File: config.mk
export PLATFORM = sky130hd
export DESIGN_NAME = serial_addsub
export DESIGN_NICKNAME = d
export VERILOG_FILES = /design/src/rtl/serial_addsub.sv
export SDC_FILE = /design/constraint.sdc
export NUM_CORES = 1
export LEC_CHECK = 0
export ABC_CLOCK_PERIOD_IN_PS = 4400
export CAP_MARGIN = 20
export CORE_MARGIN = 1
export CORE_UTILIZATION = 25
export CTS_CLUSTER_DIAMETER = 50
export DETAILED_ROUTE_END_ITERATION = 16
export GPL_TIMING_DRIVEN = 0
export HOLD_SLACK_MARGIN = 0.06
export SLEW_MARGIN = 20
export SYNTH_ARGS = -nofsm -noshare
export SYNTH_HDL_FRONTEND = slang
export SYNTH_SLANG_ARGS = --single-unit
File: constraint.sdc
create_clock -name clk -period 4.4 [get_ports clk]
set_clock_uncertainty 0.1 [all_clocks]
set_input_delay 0.66 -clock clk [delete_from_list [all_inputs] [get_ports clk]]
set_output_delay 0.66 -clock clk [all_outputs]
set_load 0.01 [all_outputs]
File: src/rtl/serial_addsub.sv
// Bit-serial two's-complement adder/subtractor: one full-adder cell plus a carry flop,
// LSB first, one bit per clock, with valid/ready handshakes on operands and result.
module serial_addsub #(
  parameter int unsigned WIDTH = 16
) (
  input  logic             clk,
  input  logic             rst,
  input  logic             in_valid,
  output logic             in_ready,
  input  logic [WIDTH-1:0] a,
  input  logic [WIDTH-1:0] b,
  input  logic             sub,
  output logic             out_valid,
  input  logic             out_ready,
  output logic [WIDTH-1:0] sum,
  output logic             cout,
  output logic             ovf
);

  localparam int unsigned CntW = (WIDTH > 2) ? $clog2(WIDTH) : 1;
  localparam logic [CntW-1:0] LastBit = CntW'(WIDTH - 1);

  typedef enum logic [1:0] {StIdle, StRun, StDone} state_e;

  state_e           state_q;
  logic [WIDTH-1:0] sa_q, sb_q, res_q, res_d;
  logic [WIDTH-1:0] sum_q;
  logic [CntW-1:0]  cnt_q;
  logic             carry_q, cout_q, ovf_q;
  logic             fa_s, fa_co;

  always_comb begin
    fa_s  = sa_q[0] ^ sb_q[0] ^ carry_q;
    fa_co = (sa_q[0] & sb_q[0]) | (carry_q & (sa_q[0] ^ sb_q[0]));
    res_d = {fa_s, res_q[WIDTH-1:1]};
  end

  always_ff @(posedge clk) begin
    if (rst) begin
      state_q <= StIdle;
      sa_q    <= '0;
      sb_q    <= '0;
      res_q   <= '0;
      cnt_q   <= '0;
      carry_q <= 1'b0;
      sum_q   <= '0;
      cout_q  <= 1'b0;
      ovf_q   <= 1'b0;
    end else begin
      unique case (state_q)
        StIdle: begin
          if (in_valid) begin
            // Subtraction as A + ~B + 1: the +1 enters through the carry flop.
            sa_q    <= a;
            sb_q    <= sub ? ~b : b;
            carry_q <= sub;
            cnt_q   <= '0;
            state_q <= StRun;
          end
        end
        StRun: begin
          res_q   <= res_d;
          sa_q    <= sa_q >> 1;
          sb_q    <= sb_q >> 1;
          carry_q <= fa_co;
          cnt_q   <= cnt_q + 1'b1;
          if (cnt_q == LastBit) begin
            // carry_q here is the carry into the MSB.
            sum_q   <= res_d;
            cout_q  <= fa_co;
            ovf_q   <= carry_q ^ fa_co;
            state_q <= StDone;
          end
        end
        StDone: begin
          if (out_ready) state_q <= StIdle;
        end
        default: state_q <= StIdle;
      endcase
    end
  end

  assign in_ready  = (state_q == StIdle);
  assign out_valid = (state_q == StDone);
  assign sum       = sum_q;
  assign cout      = cout_q;
  assign ovf       = ovf_q;

endmodule
# Word-level counts from Yosys, hierarchy flattened

Index checks and enable logic that the tools add are counted.

Bits of input ports: 37
Logic and storage cells: 41
Output and inout port bits: 20
Bits in registers: 73

Equality and inequality tests: 6
Muxes and demuxes: 13
Bitwise gates (word level): 7
Reductions and logical operators: 5
$add $sub $neg: 1

Operator list:

| cell                                                                     | count |
|---|---|
| 16-bit case mux with 2 select lines                                      | 2 |
| 16-bit two-way mux                                                       | 3 |
| 16-bit NOT                                                               | 1 |
| 4-bit case mux with 2 select lines                                       | 1 |
| 2-bit two-way mux                                                        | 3 |
| 2-bit case mux with 3 select lines                                       | 1 |
| 4-bit by 1-bit adder with 4-bit output (second input constant)           | 1 |
| 4-bit == test (second input constant)                                    | 1 |
| 4-bit two-way mux                                                        | 1 |
| 2-bit inequality test (second input constant)                            | 2 |
| 2-bit AND reduction                                                      | 2 |
| 3-bit AND reduction                                                      | 1 |
| 1-bit XOR                                                                | 3 |
| 1-bit AND                                                                | 2 |
| 2-bit by 1-bit == test with 1-bit output (second input constant)         | 1 |
| 2-bit == test (second input constant)                                    | 1 |
| 2-bit logical NOT                                                        | 1 |
| 2-bit by 1-bit inequality test with 1-bit output (second input constant) | 1 |
| 1-bit case mux with 2 select lines                                       | 1 |
| 2-bit nonzero test                                                       | 1 |
| 1-bit two-way mux                                                        | 1 |
| 1-bit OR                                                                 | 1 |

# Depth between registers and ports, before layout

Depth in word-level cells: 4
Depth in mapped cells: 6
Mapped depth without buffers: 4

# Worst setup path after synthesis

Ideal clock, no wire load.

Path type: reg-to-output
Start point: reg state_q[1]
End point: out out_valid
Arrival time: 0.982 ns
Required time: 3.640 ns
Stages on the path, launching flop included: 5
Setup slack: 2.658 ns
Buffers on the path: 2
Cells stage by stage: dfxtp_1 buf_2 inv_1 clkbuf_1 nor2_1

Longest elaborated chain between the ends: 1

Ends and longest elaborated chain:

| what                     | RTL line | source |
|---|---|---|
| start: declaration       | 25       | `state_e state_q;` |
| start signal: assignment | 40       | `state_q <= StIdle;` |
| start signal: assignment | 58       | `state_q <= StRun;` |
| start signal: assignment | 72       | `state_q <= StDone;` |
| 2-bit == test            | 84       | `assign out_valid = (state_q == StDone);` |
| end: declaration         | 13       | `output logic out_valid,` |

Every way passes these cells.

# Worst setup path in the final report

Same ends and word-level chain as after synthesis.

==> flow_summary.yaml <==
clocking:
  cts_max_path_buffers: 2
  postCtsSetupBuffers: 0
  clkTransAtPathRegs_ns: 0.06
  clock_latency_ns: 0.33
  cts_num_sinks: 72
  hold_buffers: 0
  cts-root-buf: "clkbuf_16"
  h-tree-depth: 3
  cts_made_buffers: 9
  cts_resized: 0
  cts_tree: "done"
critical_path:
  r2r_cells: 6
  cpMaxStageDelayCell: "clkdlybuf4s50_1"
  cp_num_buf_inv: 4
  regToRegSetupSlack_ns: 2.65
  crit_required_ns: 3.64
  timing.rr.end: "sum[9]$_SDFFE_PP0P_"
  rr_startpoint: "cnt_q[0]$_SDFFE_PP0P_"
  crit_chain: "buf_2 > inv_1 > clkbuf_1 > nor2_1 > clkdlybuf4s50_1"
  worstSetupStartpoint: "state_q[1]$_SDFFE_PP0P_"
  cp-start-kind: "flip-flop"
  worstSetupPathType: "flip-flop to output port"
  cp_data_arrival_time_ns: 1.98
  max_stage_delay_ns: 0.56
  critPathMaxFanout: 10
  path_delay_family: "buffers and inverters"
  cp-end-kind: "output port"
sta:
  max_freq_ghz: 0.365
  period_share_pct: 62.4
  setup_viol: 0
  grt_setup_unrepaired: "false"
  worst_slew_pin_slew_ns: 0.531
  hold_viol: 0
  setup_tns_ns: 0
  slew_headroom_pct: 64.6
  report.final.slew_viol_count: 0
  fin_crit_ns: 2.74
  holdWs_ns: 0.358
worst_hold_path:
  min_path_type: "flip-flop to flip-flop"
  hold_start: "res_q[1]$_SDFFE_PP0P_"
  min_to: "res_q[1]$_SDFFE_PP0P_"
  whs_path_depth: 2
pwr:
  vdd.ir_drop.worst_v: 0.000178
  power_frac_comb_pct: 11.3
  p_sw_share_pct: 22.8
  clkPwrFrac_pct: 48.1
  p_total_mw: 1.73
  seqPwrFrac_pct: 40.5
  power_per_cell_area_nw_per_um2: 406
  p_sw_mw: 0.394
  p_int_mw: 1.33
  power_leakage_nw: 1.47
place:
  post-dp-hpwl_um: 5510
  io_buffers: 53
  place.gp.congestion: 0.713
global_route:
  grt_pass1_vias: 2616
  grt_pass1_wl_um: 12500
  antenna_found_initial: 0
  grt_overflow: 0
  grt_usage_pct: 12.1
  grt_max_degree: 14
route:
  drt_iter0_markers: 60
  antenna_left: 0
  dr.pass1.iters: 4
  vias: 2728
  drc: 0
  wirelength_um: 7480
  viasPerCell: 4.52
  wl_per_cell_um: 12.4
logic_synthesis:
  synth_compound_area_share_pct: 26.6
  synth_seq_cells: 72
  synth_top_family_by_area: "compound AO/OA/AOI/OAI gates"
  async_flop_share_pct: 0
  syn-num-nets: 406
  synth_area_um2: 3170
  yosys.area_share.adder_pct: 1.03
  syn_avg_cell_area_um2: 8.63
  ys_warn_count: 0
  synth-simple-area-share_pct: 12.6
  synthXorXnorAreaFrac_pct: 4.70
  synthDistinctLibCells: 37
  synth_edf_count: 0
  yosysSeqAreaShare_pct: 45.5
  synthMuxAreaShare_pct: 0
  postSynthCellCount: 367
  yosys_most_used_dff: "dfxtp_1"
finish:
  final_nets: 470
  syn2layout_area_growth_pct: 34.3
  antenna-diode-count: 0
  drive_above_1_share_pct: 9.63
status:
  status: "finished clean"
floorplan:
  start_util_pct: 26.0
  dieArea_um2: 13100
  core_area_um2: 12200
  ios: 57
  die_w_um: 115
  rows: 40
  die_y_um: 115
job:
  maxCapViolCount: 0
-- worst max path at each step --
stage,end,slack (ns),cells after the start
final,out_valid,1.66,5
after detailed placement,out_valid,2.00,5
after global routing,out_valid,1.54,5
after CTS,out_valid,1.63,5
after floorplan,out_valid,2.66,4
after global placement,out_valid,2.01,5
-- power groups by stage --
stage          clock, mW  sequential [mW]  combinational [mW]
6_report           0.831            0.700               0.196
2_1_floorplan          0            0.709               0.131
4_1_cts            0.847            0.700               0.198
5_1_grt            0.879            0.703               0.218
3_3_place_gp           0            0.712               0.193
3_5_place_dp           0            0.714               0.197
-- layout by cell type (no fill, tap or decap), types with 2 or more instances in the layout --
cell and count:
a21oi_1 42, a221oi_1 9, a22o_1 10, a22oi_1 18, buf_2 17, buf_4 3, buf_6 3, bufinv_16 3
clkbuf_1 12, clkbuf_16 9, clkdlybuf4s50_1 53, clkinv_4 2, dfxtp_1 72, inv_1 30, nand2_1 30, nand3_1 2
nor2_1 22, nor2b_1 5, nor3_1 2, nor3b_1 2, o21ai_0 18, o221a_1 6, o22ai_1 15, or3_1 17
xnor2_1 15, xor2_1 2
-- layer usage --
metal	share of wire (%)	up-vias	track usage (%)
met4	1.3	0	5.19
met2	48	49	19.5
li1	-	1407	-
met3	5.0	8	3.34
met1	46	1264	15.1
met5	0	-	0
-- synthesized netlist by cell type, types with 2 or more instances --
library cell | instances | share of area [%]
dfxtp_1 | 72 | 45
a21oi_1 | 42 | 6.6
inv_1 | 30 | 3.6
nand2_1 | 30 | 3.6
nor2_1 | 22 | 2.6
a22oi_1 | 18 | 4.3
o21ai_0 | 18 | 2.8
buf_2 | 17 | 2.7
or3_1 | 17 | 3.4
o22ai_1 | 15 | 3.0
xnor2_1 | 15 | 4.1
clkbuf_1 | 12 | 1.4
a22o_1 | 10 | 2.8
a221oi_1 | 9 | 2.5
o221a_1 | 6 | 2.1
nor2b_1 | 5 | 0.99
buf_4 | 3 | 0.71
buf_6 | 3 | 1.1
nand3_1 | 2 | 0.32
nor3_1 | 2 | 0.32
nor3b_1 | 2 | 0.47
xor2_1 | 2 | 0.55
-- registers in the layout, summed over array words and instances (netlist names) --
register and count:
sa_q 16, carry_q 1, sb_q 16, sum 16, res_q 15, ovf 1
cout 1, cnt_q 4, state_q 2
-- cell families (layout without fill, tap and decap cells) --
family / count (synthesis) / after routing
buffers and inverters: 66 / 135
adders and majority gates: 2 / 2
xor gates and xnor gates: 17 / 17
DFF: 72 / 72
AOI/OAI and AO/OA: 126 / 126
and+or+nand+nor: 84 / 84
-- tightest hold or removal path, cell delays in order, from the launching register on --
cell,delay [ns]
dfxtp_1,0.31
nand2_1,0.05
a21oi_1,0.05
-- cell type report --
cell class,count,area [µm²]
buffer,35,186
multi-input combinational,229,1420
timing repair buffer,53,531
clock inverter,7,120
tap,168,210
sequential,72,1440
inverter,31,116
clock buffer,9,225
fill,1251,7910
-- through the flow --
step | area, µm² | setup WS, ns | std cells | utilization [%]
finish | 4250 | 1.66 | 604 | 35.0
global route | 4250 | 1.54 | 604 | 35.0
CTS | 4250 | 1.63 | 604 | 35.0
detailed placement | 3910 | 2.00 | 588 | 32.1
global placement | 3910 | 2.01 | 588 | 32.1
floorplan | 3170 | 2.66 | 367 | -
(Power assumes the default switching activity.)
